--- config.mk ---
export PLATFORM = sky130hd
export DESIGN_NAME = sram_burst_ctrl_flat
export DESIGN_NICKNAME = d
export VERILOG_FILES = /design/src/rtl/sram_burst_ctrl_if.sv /design/src/rtl/sram_burst_ctrl.sv /design/src/flat_wrapper.sv
export SDC_FILE = /design/constraint.sdc
export NUM_CORES = 1
export LEC_CHECK = 0
export BUFFER_PORTS_ARGS = -buffer_cell sky130_fd_sc_hd__buf_2
export CAP_MARGIN = 10
export CORE_ASPECT_RATIO = 0.6
export CORE_MARGIN = 2
export CORE_UTILIZATION = 52
export DETAILED_ROUTE_END_ITERATION = 10
export HOLD_SLACK_MARGIN = 0.02
export PLACE_DENSITY_LB_ADDON = 0.08
export RECOVER_POWER = 100
export SETUP_SLACK_MARGIN = 0.15
export SLEW_MARGIN = 20
export SYNTH_ARGS = -nofsm -noshare
export SYNTH_HDL_FRONTEND = slang
export SYNTH_SLANG_ARGS = --single-unit
--- constraint.sdc ---
create_clock -name i_clk -period 2.3 [get_ports i_clk]
set_clock_uncertainty 0.05 [all_clocks]
set_input_delay 0.46 -clock i_clk [delete_from_list [all_inputs] [get_ports i_clk]]
set_output_delay 0.46 -clock i_clk [all_outputs]
set_load 0.01 [all_outputs]
--- src/rtl/sram_burst_ctrl_if.sv ---
// Command, write-stream, read-stream, status and SRAM-port signals of sram_burst_ctrl.
// The controller connects through the slave modport; its environment uses master.
interface sram_burst_ctrl_if #(
  parameter int unsigned ADDR_WIDTH = 20,
  parameter int unsigned DATA_WIDTH = 16,
  parameter int unsigned LEN_WIDTH  = 20
);
  logic                  i_cmd_valid;
  logic                  o_cmd_ready;
  logic                  i_cmd_write;
  logic [ADDR_WIDTH-1:0] i_cmd_addr;
  logic [LEN_WIDTH-1:0]  i_cmd_len;
  logic [DATA_WIDTH-1:0] i_wr_data;
  logic                  i_wr_valid;
  logic                  o_wr_ready;
  logic [DATA_WIDTH-1:0] o_rd_data;
  logic                  o_rd_valid;
  logic                  i_rd_ready;
  logic                  o_busy;
  logic                  o_done;
  logic                  o_sram_wren;
  logic [ADDR_WIDTH-1:0] o_sram_addr;
  logic [DATA_WIDTH-1:0] o_sram_wdata;
  logic [DATA_WIDTH-1:0] i_sram_rdata;

  modport slave (
    input  i_cmd_valid, i_cmd_write, i_cmd_addr, i_cmd_len,
    input  i_wr_data, i_wr_valid, i_rd_ready, i_sram_rdata,
    output o_cmd_ready, o_wr_ready, o_rd_data, o_rd_valid,
    output o_busy, o_done, o_sram_wren, o_sram_addr, o_sram_wdata
  );

  modport master (
    output i_cmd_valid, i_cmd_write, i_cmd_addr, i_cmd_len,
    output i_wr_data, i_wr_valid, i_rd_ready, i_sram_rdata,
    input  o_cmd_ready, o_wr_ready, o_rd_data, o_rd_valid,
    input  o_busy, o_done, o_sram_wren, o_sram_addr, o_sram_wdata
  );
endinterface

--- src/rtl/sram_burst_ctrl.sv ---
// Burst controller for a single-port SRAM: streams write bursts into memory and
// read bursts out of it through a one-word output register, with wrapping addresses.
module sram_burst_ctrl #(
  parameter int unsigned ADDR_WIDTH = 20,
  parameter int unsigned DATA_WIDTH = 16,
  parameter int unsigned LEN_WIDTH  = 20
) (
  input  logic               i_clk,
  input  logic               i_rst,
  sram_burst_ctrl_if.slave   bus
);
  typedef enum logic [2:0] {IDLE, WR, RD, RD_DRAIN, DONE} state_t;

  state_t                state;
  state_t                state_nxt;
  logic [ADDR_WIDTH-1:0] addr_cnt;
  logic [LEN_WIDTH-1:0]  rem_cnt;
  logic [ADDR_WIDTH-1:0] wr_addr_q;
  logic [DATA_WIDTH-1:0] wr_data_q;
  logic                  wren_q;
  logic [DATA_WIDTH-1:0] rd_data_q;
  logic                  rd_valid_q;
  logic                  cmd_fire;
  logic                  wr_fire;
  logic                  rd_capture;
  logic                  rd_fire;
  logic                  last_beat;

  assign cmd_fire   = (state == IDLE) && bus.i_cmd_valid;
  assign wr_fire    = (state == WR) && bus.i_wr_valid;
  // The output register refills whenever it is empty or being drained this cycle.
  assign rd_capture = (state == RD) && (!rd_valid_q || bus.i_rd_ready);
  assign rd_fire    = rd_valid_q && bus.i_rd_ready;
  assign last_beat  = (rem_cnt == LEN_WIDTH'(1));

  always_ff @(posedge i_clk) begin
    if (i_rst) state <= IDLE;
    else       state <= state_nxt;
  end

  always_comb begin
    state_nxt = state;
    case (state)
      IDLE: begin
        if (bus.i_cmd_valid) begin
          if (bus.i_cmd_len == '0) state_nxt = DONE;
          else if (bus.i_cmd_write) state_nxt = WR;
          else                      state_nxt = RD;
        end
      end
      WR:       if (wr_fire && last_beat) state_nxt = DONE;
      RD:       if (rd_capture && last_beat) state_nxt = RD_DRAIN;
      RD_DRAIN: if (rd_fire) state_nxt = DONE;
      DONE:     state_nxt = IDLE;
      default:  state_nxt = IDLE;
    endcase
  end

  // Reads address the SRAM combinationally from the counter; writes use the registered beat address.
  always_comb begin
    bus.o_cmd_ready = 1'b0;
    bus.o_wr_ready  = 1'b0;
    bus.o_busy      = 1'b1;
    bus.o_done      = 1'b0;
    bus.o_sram_addr = wr_addr_q;
    case (state)
      IDLE: begin
        bus.o_cmd_ready = 1'b1;
        bus.o_busy      = 1'b0;
      end
      WR:      bus.o_wr_ready  = 1'b1;
      RD:      bus.o_sram_addr = addr_cnt;
      DONE:    bus.o_done      = 1'b1;
      default: ;
    endcase
  end

  always_ff @(posedge i_clk) begin
    if (i_rst) begin
      addr_cnt   <= '0;
      rem_cnt    <= '0;
      wr_addr_q  <= '0;
      wr_data_q  <= '0;
      wren_q     <= 1'b0;
      rd_data_q  <= '0;
      rd_valid_q <= 1'b0;
    end else begin
      wren_q <= 1'b0;
      if (cmd_fire) begin
        addr_cnt <= bus.i_cmd_addr;
        rem_cnt  <= bus.i_cmd_len;
      end
      if (wr_fire) begin
        wren_q    <= 1'b1;
        wr_addr_q <= addr_cnt;
        wr_data_q <= bus.i_wr_data;
        addr_cnt  <= addr_cnt + ADDR_WIDTH'(1);
        rem_cnt   <= rem_cnt - LEN_WIDTH'(1);
      end
      if (rd_capture) begin
        rd_data_q  <= bus.i_sram_rdata;
        rd_valid_q <= 1'b1;
        addr_cnt   <= addr_cnt + ADDR_WIDTH'(1);
        rem_cnt    <= rem_cnt - LEN_WIDTH'(1);
      end else if (rd_fire) begin
        rd_valid_q <= 1'b0;
      end
    end
  end

  assign bus.o_sram_wren  = wren_q;
  assign bus.o_sram_wdata = wr_data_q;
  assign bus.o_rd_data    = rd_data_q;
  assign bus.o_rd_valid   = rd_valid_q;
endmodule
--- src/flat_wrapper.sv ---
// flat-port wrapper written by rule: the top's interface ports become plain ports
module sram_burst_ctrl_flat 
#(
  parameter int unsigned ADDR_WIDTH = 20,
  parameter int unsigned DATA_WIDTH = 16,
  parameter int unsigned LEN_WIDTH  = 20
)
  (i_clk, i_rst, bus_i_cmd_valid, bus_i_cmd_write, bus_i_cmd_addr, bus_i_cmd_len, bus_i_wr_data, bus_i_wr_valid, bus_i_rd_ready, bus_i_sram_rdata, bus_o_cmd_ready, bus_o_wr_ready, bus_o_rd_data, bus_o_rd_valid, bus_o_busy, bus_o_done, bus_o_sram_wren, bus_o_sram_addr, bus_o_sram_wdata);
  sram_burst_ctrl_if #(.ADDR_WIDTH(ADDR_WIDTH), .DATA_WIDTH(DATA_WIDTH), .LEN_WIDTH(LEN_WIDTH)) bus_i ();
  input  logic i_clk;
  input  logic i_rst;
  input wire logic [$bits(bus_i.i_cmd_valid)-1:0] bus_i_cmd_valid;
  input wire logic [$bits(bus_i.i_cmd_write)-1:0] bus_i_cmd_write;
  input wire logic [$bits(bus_i.i_cmd_addr)-1:0] bus_i_cmd_addr;
  input wire logic [$bits(bus_i.i_cmd_len)-1:0] bus_i_cmd_len;
  input wire logic [$bits(bus_i.i_wr_data)-1:0] bus_i_wr_data;
  input wire logic [$bits(bus_i.i_wr_valid)-1:0] bus_i_wr_valid;
  input wire logic [$bits(bus_i.i_rd_ready)-1:0] bus_i_rd_ready;
  input wire logic [$bits(bus_i.i_sram_rdata)-1:0] bus_i_sram_rdata;
  output wire logic [$bits(bus_i.o_cmd_ready)-1:0] bus_o_cmd_ready;
  output wire logic [$bits(bus_i.o_wr_ready)-1:0] bus_o_wr_ready;
  output wire logic [$bits(bus_i.o_rd_data)-1:0] bus_o_rd_data;
  output wire logic [$bits(bus_i.o_rd_valid)-1:0] bus_o_rd_valid;
  output wire logic [$bits(bus_i.o_busy)-1:0] bus_o_busy;
  output wire logic [$bits(bus_i.o_done)-1:0] bus_o_done;
  output wire logic [$bits(bus_i.o_sram_wren)-1:0] bus_o_sram_wren;
  output wire logic [$bits(bus_i.o_sram_addr)-1:0] bus_o_sram_addr;
  output wire logic [$bits(bus_i.o_sram_wdata)-1:0] bus_o_sram_wdata;
  assign bus_i.i_cmd_valid = bus_i_cmd_valid;
  assign bus_i.i_cmd_write = bus_i_cmd_write;
  assign bus_i.i_cmd_addr = bus_i_cmd_addr;
  assign bus_i.i_cmd_len = bus_i_cmd_len;
  assign bus_i.i_wr_data = bus_i_wr_data;
  assign bus_i.i_wr_valid = bus_i_wr_valid;
  assign bus_i.i_rd_ready = bus_i_rd_ready;
  assign bus_i.i_sram_rdata = bus_i_sram_rdata;
  assign bus_o_cmd_ready = bus_i.o_cmd_ready;
  assign bus_o_wr_ready = bus_i.o_wr_ready;
  assign bus_o_rd_data = bus_i.o_rd_data;
  assign bus_o_rd_valid = bus_i.o_rd_valid;
  assign bus_o_busy = bus_i.o_busy;
  assign bus_o_done = bus_i.o_done;
  assign bus_o_sram_wren = bus_i.o_sram_wren;
  assign bus_o_sram_addr = bus_i.o_sram_addr;
  assign bus_o_sram_wdata = bus_i.o_sram_wdata;
  sram_burst_ctrl #(.ADDR_WIDTH(ADDR_WIDTH), .DATA_WIDTH(DATA_WIDTH), .LEN_WIDTH(LEN_WIDTH)) u_core (.i_clk(i_clk), .i_rst(i_rst), .bus(bus_i));
endmodule
# Word level (Yosys, flattened, before mapping)
# Index checks and enable logic that the tools add are counted.
# totals
ff_bits,97
latch_bits,0
ram_bits,0
rom_bits,0
inputBits,78
out_inout_bits,58
elab_cells,53
n_memories,0
# classes
addsub,2
mul,0
n_div,0
order_cmp,0
eq_ne,9
shifts,0
muxes,21
bitwise_logic,0
n_reduce_logical,13
# op_table
op,count
20-bit two-way mux,7
20-bit by 1-bit adder with 20-bit output (second input constant),1
20-bit by 1-bit == test with 1-bit output (second input constant),1
20-bit zero test,1
20-bit by 1-bit subtractor with 20-bit output (second input constant),1
3-bit two-way mux,5
3-bit case mux with 4 select lines,1
1-bit two-way mux,7
3-bit by 2-bit == test with 1-bit output (second input constant),2
1-bit logical AND,6
2-bit != test (second input constant),3
4-bit AND reduction,1
3-bit by 1-bit == test with 1-bit output (second input constant),1
3-bit == test (second input constant),1
3-bit zero test,1
3-bit nonzero test,1
2-bit two-way mux,1
2-bit by 1-bit != test with 1-bit output (second input constant),1
2-bit nonzero test,1
1-bit zero test,1
1-bit logical OR,1

# Longest topological paths before layout
# Gate-level depths: netlist of the first run.
# depth
ltp_word,6
depth_mapped,9
mapped_depth_nobuf,6

# Worst setup path before layout of the first run
# No wires, ideal clock.
# synth_timing
path_kind,flip-flop to output port
from,register u_core.state[1]
to,output bus_o_sram_addr[10]
t_arrival_ns,1.526
slack_ns,0.264
path_stages_with_launch,6
path_buffers,3
path_cell_list,dfxtp_1 -> clkbuf_1 -> and2_1 -> clkbuf_1 -> buf_2 -> mux2_2
# synth_via
elab_chain_cells,2
# synth_lines
item,line_no,rtl
"start, declared",sram_burst_ctrl.sv:14,state_t state;
"start signal, assigned",sram_burst_ctrl.sv:38,else state <= state_nxt;
3-bit by 2-bit == test with 1-bit output,sram_burst_ctrl.sv:66,case (state)
20-bit two-way mux,sram_burst_ctrl.sv:66,
"end, declared",flat_wrapper.sv:27,output wire logic [$bits(bus_i.o_sram_addr)-1:0] bus_o_sram_addr;
# No other way between the ends.

# Worst setup path after layout of the first run
# layout_timing
from,register u_core.state[2]
to,output bus_o_done
# layout_via
elab_chain_cells,2
# layout_lines
item,line_no,rtl
3-bit == test,sram_burst_ctrl.sv:66,
1-bit two-way mux,sram_burst_ctrl.sv:66,
"end, declared",flat_wrapper.sv:25,output wire logic [$bits(bus_i.o_done)-1:0] bus_o_done;
# No other way between the ends.

==> results of run 1 <==
-- flip-flops by register name (all words and copies together) (netlist names) --
register / count
u_core.bus.o_rd_data: 16
u_core.bus.o_sram_wdata: 16
u_core.rem_cnt: 20
u_core.wr_addr_q: 20
u_core.addr_cnt: 20
u_core.bus.o_sram_wren: 1
u_core.state: 3
u_core.bus.o_rd_valid: 1
-- cell usage after synthesis, types with 5 or more instances --
| master | n |
|---|---|
| sky130_fd_sc_hd__inv_1 | 12 |
| sky130_fd_sc_hd__or3_1 | 10 |
| sky130_fd_sc_hd__nand3_1 | 14 |
| sky130_fd_sc_hd__o211ai_1 | 9 |
| sky130_fd_sc_hd__mux2_2 | 21 |
| sky130_fd_sc_hd__and3_1 | 9 |
| sky130_fd_sc_hd__a31oi_1 | 18 |
| sky130_fd_sc_hd__nor3_1 | 12 |
| sky130_fd_sc_hd__o21ai_0 | 10 |
| sky130_fd_sc_hd__nor4_1 | 15 |
| sky130_fd_sc_hd__a311oi_1 | 5 |
| sky130_fd_sc_hd__nand2_1 | 138 |
| sky130_fd_sc_hd__buf_2 | 14 |
| sky130_fd_sc_hd__nand4_1 | 6 |
| sky130_fd_sc_hd__dfxtp_1 | 97 |
| sky130_fd_sc_hd__nor2_1 | 23 |
| sky130_fd_sc_hd__a21oi_1 | 74 |
| sky130_fd_sc_hd__clkbuf_1 | 24 |
-- cells by family after synthesis --
group                    Yosys count  share of synthesized area [%]
AND/OR/NAND/NOR                  259                          27.13
flip-flops                        97                          40.52
buffers and inverters             57                          5.378
AO/OA/AOI/OAI                    154                          20.60
multiplexers                      24                          5.588
adder cells (fa/ha/maj)            3                         0.7834
-- critical path: cells and delay by family, from the launching register on --
kind,cells,cell delay [ns]
buffers and inverters,4,0.62
and+or+nand+nor,1,0.28
DFF,1,0.38
-- final timing paths --
check / end / slack (ns) / cells after the start
min reg2reg: u_core.wr_addr_q[3] / 0.40 / 2
min: u_core.bus.o_rd_data[10] / 0.30 / 3
max reg2reg: u_core.addr_cnt[17] / 0.17 / 8
max: bus_o_done / 0.14 / 5
-- final cells by class --
class	count	area, um2	share of cell area (%)
multi-input combinational	441	2631	44.93
sequential	97	1948	33.26
timing repair buffer	157	813.3	13.89
clock buffer	9	225.2	3.845
tap	116	145.1	2.478
inverter	13	48.80	0.8332
clock inverter	6	45.04	0.7691
-- metrics by stage --
stage          util (%)  hold slack (ns)  power [mW]  std cells  worst slack [ns]
5_1_grt           64.69           0.2979       7.048        839           0.05463
2_1_floorplan         -           0.3829       4.265        594            0.2638
3_5_place_dp      61.54           0.3939       5.127        820            0.1377
4_1_cts           64.77           0.2926       6.568        836           0.09725
3_3_place_gp      61.54           0.3880       5.034        820            0.1889
6_report          64.69           0.3003       6.645        839            0.1381
-- metal layers --
metal	global-route usage [%]	wire length, um	vias up
met4	8.791	177	0
met3	6.953	1212	25
met5	0	0	-
met1	41.75	6667	2342
li1	-	-	2394
met2	41.93	6203	234
-- power groups by stage --
| stage | clock, mW | combinational (mW) | sequential [mW] |
|---|---|---|---|
| 2_1_floorplan | 0 | 1.91 | 2.35 |
| 3_3_place_gp | 0 | 2.63 | 2.40 |
| 3_5_place_dp | 0 | 2.70 | 2.43 |
| 4_1_cts | 1.42 | 2.74 | 2.40 |
| 5_1_grt | 1.49 | 3.06 | 2.49 |
| 6_report | 1.40 | 2.80 | 2.45 |
-- repair_timing --
action,CTS,global route
setup endpoints to repair,20,39
buffers inserted,0,3
gates resized for setup,7,15
gates cloned,1,0
pin swaps,0,3
hold buffers,0,0
==> impl.org, run 1 <==
** Run status
- The run finished with clean final reports.

** Worst setup path
- The worst setup path is launched from a flip-flop.
- Critical-path top delay cell :: sky130_fd_sc_hd__dfxtp_4
- STA classifies the critical path endpoint as an output port.
- In this design, the stage delay of the slowest critical-path cell is ~0.38 ns.
- At the worst endpoint, the required time is 1.79 ns.
- Crit path from :: u_core.state[2]
- Cell-by-cell listing of the critical path :: buf_8, inv_1, buf_4, nor3_1, clkbuf_1
- The critical path is of the reg -> out type.
- STA puts the critical path data arrival time at 1.65 ns.
- Largest fanout on the critical path :: 21
- Critical R2R Launch :: u_core.state[0]

** Logic synthesis
- Number of synthesized register bits :: 97
- Summing the sequential cell areas from Yosys gives between 40% and 50% of the chip area.
- Yosys printed 0 warnings.
- Portion of synthesized cell area occupied by the leading cell type :: 40.52%
- After synthesis, the mean cell area works out to 8.068 um2.
- Net count after synthesis :: 675
- Among all flip-flop cells after synthesis, the most frequent one is sky130_fd_sc_hd__dfxtp_1.
- Post-synth ARST share :: 0%
- Top cells by area in the synthesized netlist :: sky130_fd_sc_hd__dfxtp_1, sky130_fd_sc_hd__nand2_1, sky130_fd_sc_hd__a21oi_1, sky130_fd_sc_hd__mux2_2, sky130_fd_sc_hd__a31oi_1
- The number of different library cells used by synthesis comes to 66.
- Synthesis produced a netlist whose cell count is 594.
- Cell accounting for the most synthesized area :: sky130_fd_sc_hd__dfxtp_1
- Total standard cell area after synthesis :: around 4800 um2
- Counting flops with a built-in enable in the synthesized netlist gives 0.

** Place
- Placer congestion estimate :: between 0.8 and 0.9
- Input and output buffers added on the ports amount to 135.
- Half-perimeter wire length after placement :: 9983 um
- Summing all placed instances gives a cell area of 5572 um2.

** Floorplan
- In this run the horizontal extent of the chip is roughly 130 um.
- The die covers 10020 um2.
- In this run the core area contains 27 standard-cell rows.
- IO Pins :: 136
- The core region is 9054 um2.
- Initial Utilization :: approximately 53%
- Measured along the y axis, the die boundary spans 78.36 um.

** Clock network
- Clk Latency, worst-skew pair :: 0.34 ns
- Maximum buffer depth of the clock tree :: 2
- Buffers inserted during clock tree synthesis total 9.
- CTS built an H-tree with a depth of 3.
- The tree is rooted in a sky130_fd_sc_hd__clkbuf_16.
- CTS clk-pin slew, worst paths :: 0.07 ns
- CTS saw 97 sinks.
- TritonCTS built the clock tree.

** Finish
- Top library cells by usage in the layout, fill and taps aside :: sky130_fd_sc_hd__nand2_1, sky130_fd_sc_hd__dfxtp_1, sky130_fd_sc_hd__buf_2
- N_diodes :: 0
- Fill cells in the final layout number 828.
- After the last flow step, the layout net total stands at 800.
- Leaving out fill and tap cells, the most frequent cell in the layout is sky130_fd_sc_hd__nand2_1.
- The area growth from synthesis to layout is 22.22%.
- Total non-filler cell area in the finished layout :: 5857 um2
- Layout cell share with drive strength beyond 1 :: between 20% and 30%

** Min path
- The startpoint identified for the worst hold timing path is bus_i_sram_rdata[10].
- Hold crit path type :: in -> reg

** STA
- Final setup viols :: 0
- Unrepaired setup endpoints after global routing :: yes
- Final period utilization :: 94.00%
- Final Max Tran Viols :: 0
- Max frequency :: 462.6 MHz
- The worst pin sits at a relative slew slack of 49.99%.
- Count of final hold-check violations :: 0
- Pin slew with the least headroom to its limit :: 0.7502 ns
- For the finished layout, the period the worst path requires is 2.162 ns.
- Total negative slack :: 0 ns

** Global routing
- Global routing used 28.67% of the available tracks.
- The number of antenna violations at the first check in global routing came to 0.
- Remaining global-route overflow :: 0
- The first global-routing pass estimated 22800 um of wire.
- Entering global routing, the biggest net connects 46 pins.
- Vias in the first global route :: 4463

** Route
- Number of DRC markers after the initial detailed-route iteration :: 525
- The routed layout has 4995 vias.
- Antenna Nets Post-Route :: 0
- Average wire per standard cell :: 17.00 um
- Pre-antenna DRT Iters :: 5
- Using the TritonRoute via totals, the vias-per-cell ratio works out to 5.954.
- Remaining design rule violation count :: 0
- Drt total wl :: 14260 um

** Power
- In this run switching power makes up approximately two fifths of total power.
- Switching power :: 2.757 mW
- Clock group share of total power :: a little over a fifth
- Worst IR Drop VDD :: 468.0 uV
- Int Power :: 3.888 mW
- Fraction of power consumed by combinational cells :: 42.1%
- Power share of the sequential group :: 36.8%
- Pleak :: ~2.2 nW
- Pwr per Cell Area :: 1135 nW/um2

** Run
- Max-cap violations in this run came to 0.
(Power assumes the default switching activity.)
==> inputs of run 2 (changes only) <==
Settings changed: CORE_UTILIZATION 52 to 44.
==> impl.org, run 2 (synthesis results as in run 1) <==
** Route
- For this run, design rule violations remaining after detail routing come to 0.
- The routed layout has 4914 vias.
- Dividing the detail-routed via count by the number of cells gives 5.694.
- The final layout contains routed wiring with a total length of about 15000 um.
- Before antenna repair, the detailed router went through 5 iterations.
- The detail route stage leaves a number of antenna-violating nets equal to 0.
- Number of DRC markers after the initial detailed-route iteration :: 438
- Average wire per standard cell :: about 17 um

** Finish
- Fill count :: 1038
- Largest regs :: u_core.addr_cnt: 20 flops, u_core.rem_cnt: 20 flops, u_core.wr_addr_q: 20 flops
- The top cell types in the final layout, fill and taps aside, are sky130_fd_sc_hd__nand2_1, sky130_fd_sc_hd__dfxtp_1, sky130_fd_sc_hd__buf_2.
- Layout Nets :: 800
- N_diodes :: 0
- Area of combinational cells with multiple inputs :: about 2600 um2
- The sequential cells in the finished layout cover a total of slightly below 2000 um2.
- Signed area change from the synthesized netlist to the final layout :: 22.17%
- The library cell used most frequently in the layout, excluding fill and tap cells, is sky130_fd_sc_hd__nand2_1.
- Layout cell share with drive strength beyond 1 :: between 20% and 30%
- For this run, the number of standard cells in the final layout without fillers is around 860.
- Total non-filler cell area in the finished layout :: between 5000 and 6000 um2

** STA
- After routing, the total negative slack on setup checks comes to 0 ns.
- Timing would allow up to about 450 MHz.
- Tightest slew margin relative to the limit :: 53.32%
- Final Worst Setup Slack :: 0.08718 ns
- Setup violations remaining at the end of the flow were counted as 0.
- Count of final hold-check violations :: 0
- Final Max Tran Viols :: 0
- Tmin final :: between 2 and 2.5 ns
- At the pin with the least slew margin, the transition time is 0.7002 ns.
- Unrepaired setup endpoints after global routing :: yes
- Worst hold slack across all endpoints :: 0.2997 ns
- After layout, the worst path uses 96.21% of the clock period.

** Place
- Worst slack at placement :: around 0.082 ns
- At the end of routability-driven placement, the weighted congestion stood at 0.8712.
- Half-perimeter wire length after placement :: between 10000 and 15000 um
- Count of input and output buffers :: approximately 140
- In this run, placement finished with an instance count of 844.
- In this run the cell area measured after placement is 5620 um2.

** Power
- The share of total power dissipated in combinational logic is approximately two fifths.
- Summed over all nets, the switching power comes to 2.709 mW.
- Power share of the sequential group :: a little over a third
- The clock network accounts for around 22% of the total power.
- Pwr per Cell Area :: 1129 nW/um2
- Sw Share :: 40.98%
- In this run the static leakage power is 2.200 nW.
- Int Power :: 3.902 mW
- Worst IR Drop VDD :: 506.3 uV

** Worst setup path
- Along the worst path, the maximum fanout reaches 7.
- The cell family contributing the most delay on the critical path is simple AND/OR/NAND/NOR gates.
- By startpoint and endpoint, the worst setup path is classified as reg -> out.
- Category of the worst setup path launch point :: flip-flop
- Critical path depth in cells :: 4
- Delay of the slowest critical-path stage :: between 0.3 and 0.4 ns
- Endpoint type of the worst setup path :: output port
- The slowest stage of the critical path is the sky130_fd_sc_hd__mux2_2 cell.
- Measured in cells, the most critical reg-to-reg path has a length of 8.
- For the worst setup path, the data required time is around 1.8 ns.
- The number of buffers and inverters on the critical path is 1.
- Cell-by-cell listing of the critical path :: nor2_4, and2_2, mux2_2, clkbuf_1
- WP data arrival :: 1.70 ns

** Min path
- Along the worst hold path, the cell count comes to 3.
- The path class of the tightest hold or removal check is in -> reg.

** Floorplan
- The initialized floorplan defines 29 standard-cell rows.
- The initial utilization of the core area, before any placement, comes to roughly 45%.
- The total area inside the core boundary comes to 10600 um2.
- The floorplan step defined a die boundary enclosing 11770 um2.
- 136 I/O pins were placed.
- Die Ht :: between 80 and 90 um
- The floorplan step set the die width to 138.7 um.

** Clock network
- The clock passes through at most 2 buffers.
- Root Buffer :: sky130_fd_sc_hd__clkbuf_16
- The H-tree was split into 3 levels.
- For the worst-skew pair, the clock arrives at the later sink with an insertion delay of 0.34 ns.
- CTS tree :: done
- CTS clk-pin slew, worst paths :: roughly 0.07 ns
- The clock drives 97 sinks.
- CTS Buf Count :: 9

** Global routing
- Pin count of the biggest net entering global routing :: 53
- The number of antenna violations at the first check in global routing is 0.
- Global routing finished with a remaining overflow of 0.
- Global-route wire length before repair :: around 24000 um
- The number of global-route vias before repair was between 4000 and 5000.
- Total routing resource utilization after global routing :: about a quarter

** Run status
- Result of the run :: finished, final reports clean

** Run
- Across the run, the number of max-cap violations was 0.
## run 2: cell types whose count changed in the layout (fill, tap and decap cells not counted), sizes merged
cell / before / now
buf: 105 / 102
inv: 14 / 13
clkinvlp: 3 / 2
clkbuf: 61 / 66
clkinv: 2 / 3
## run 2: per-layer routing
| layer | part of all wire (%) | GRT usage (%) | vias up |
|---|---|---|---|
| met1 | 49 | 36.55 | 2308 |
| met5 | 0 | 0 | - |
| met2 | 42 | 37.67 | 206 |
| met3 | 8.1 | 6.377 | 15 |
| li1 | - | - | 2385 |
| met4 | 0.96 | 4.959 | 0 |
## run 2: repair_timing
action,in CTS,in global routing
setup buffers,2,0
gates resized for setup,6,7
setup endpoints to repair,22,29
pin swaps,1,0
cloned,1,0
hold buffers,0,0
## run 2: worst reg2reg max path, delay by kind of cell (launching register included)
family                 cells  cell delay (ns)
flip-flops                 1             0.34
buffers and inverters      3             0.49
AO/OA/AOI/OAI              3             0.41
AND/OR/NAND/NOR            2             0.70
## run 2: final cells by class
type / instances / share of cell area (%)
clock buffer: 11 / 4.146
clock inverter: 5 / 0.6625
tap: 139 / 2.971
sequential: 97 / 33.17
inverter: 13 / 0.8549
timing repair buffer: 157 / 13.89
multi-input combinational: 441 / 44.30
## run 2: power by group through the flow
| stage | clock network [mW] | logic [mW] | registers (mW) |
|---|---|---|---|
| 2_1_floorplan | 0 | 1.91 | 2.35 |
| 3_3_place_gp | 0 | 2.71 | 2.39 |
| 3_5_place_dp | 0 | 2.77 | 2.40 |
| 4_1_cts | 1.45 | 2.82 | 2.38 |
| 5_1_grt | 1.53 | 3.05 | 2.45 |
| 6_report | 1.43 | 2.78 | 2.40 |
## run 2: metrics by stage
step | power, mW | util, %
finish | 6.612 | 55.26
floorplan | 4.265 | -
CTS | 6.653 | 56.07
global route | 7.034 | 55.26
detailed placement | 5.168 | 53.05
global placement | 5.093 | 53.05
## run 2: worst paths after layout
kind	slack, ns	startpoint	to
max	0.09	u_core.state[2]	bus_o_sram_addr[11]
min	0.30	bus_i_wr_data[10]	u_core.bus.o_sram_wdata[10]
max reg2reg	0.18	u_core.state[1]	u_core.rem_cnt[11]
min reg2reg	0.40	u_core.wr_addr_q[7]	u_core.wr_addr_q[7]
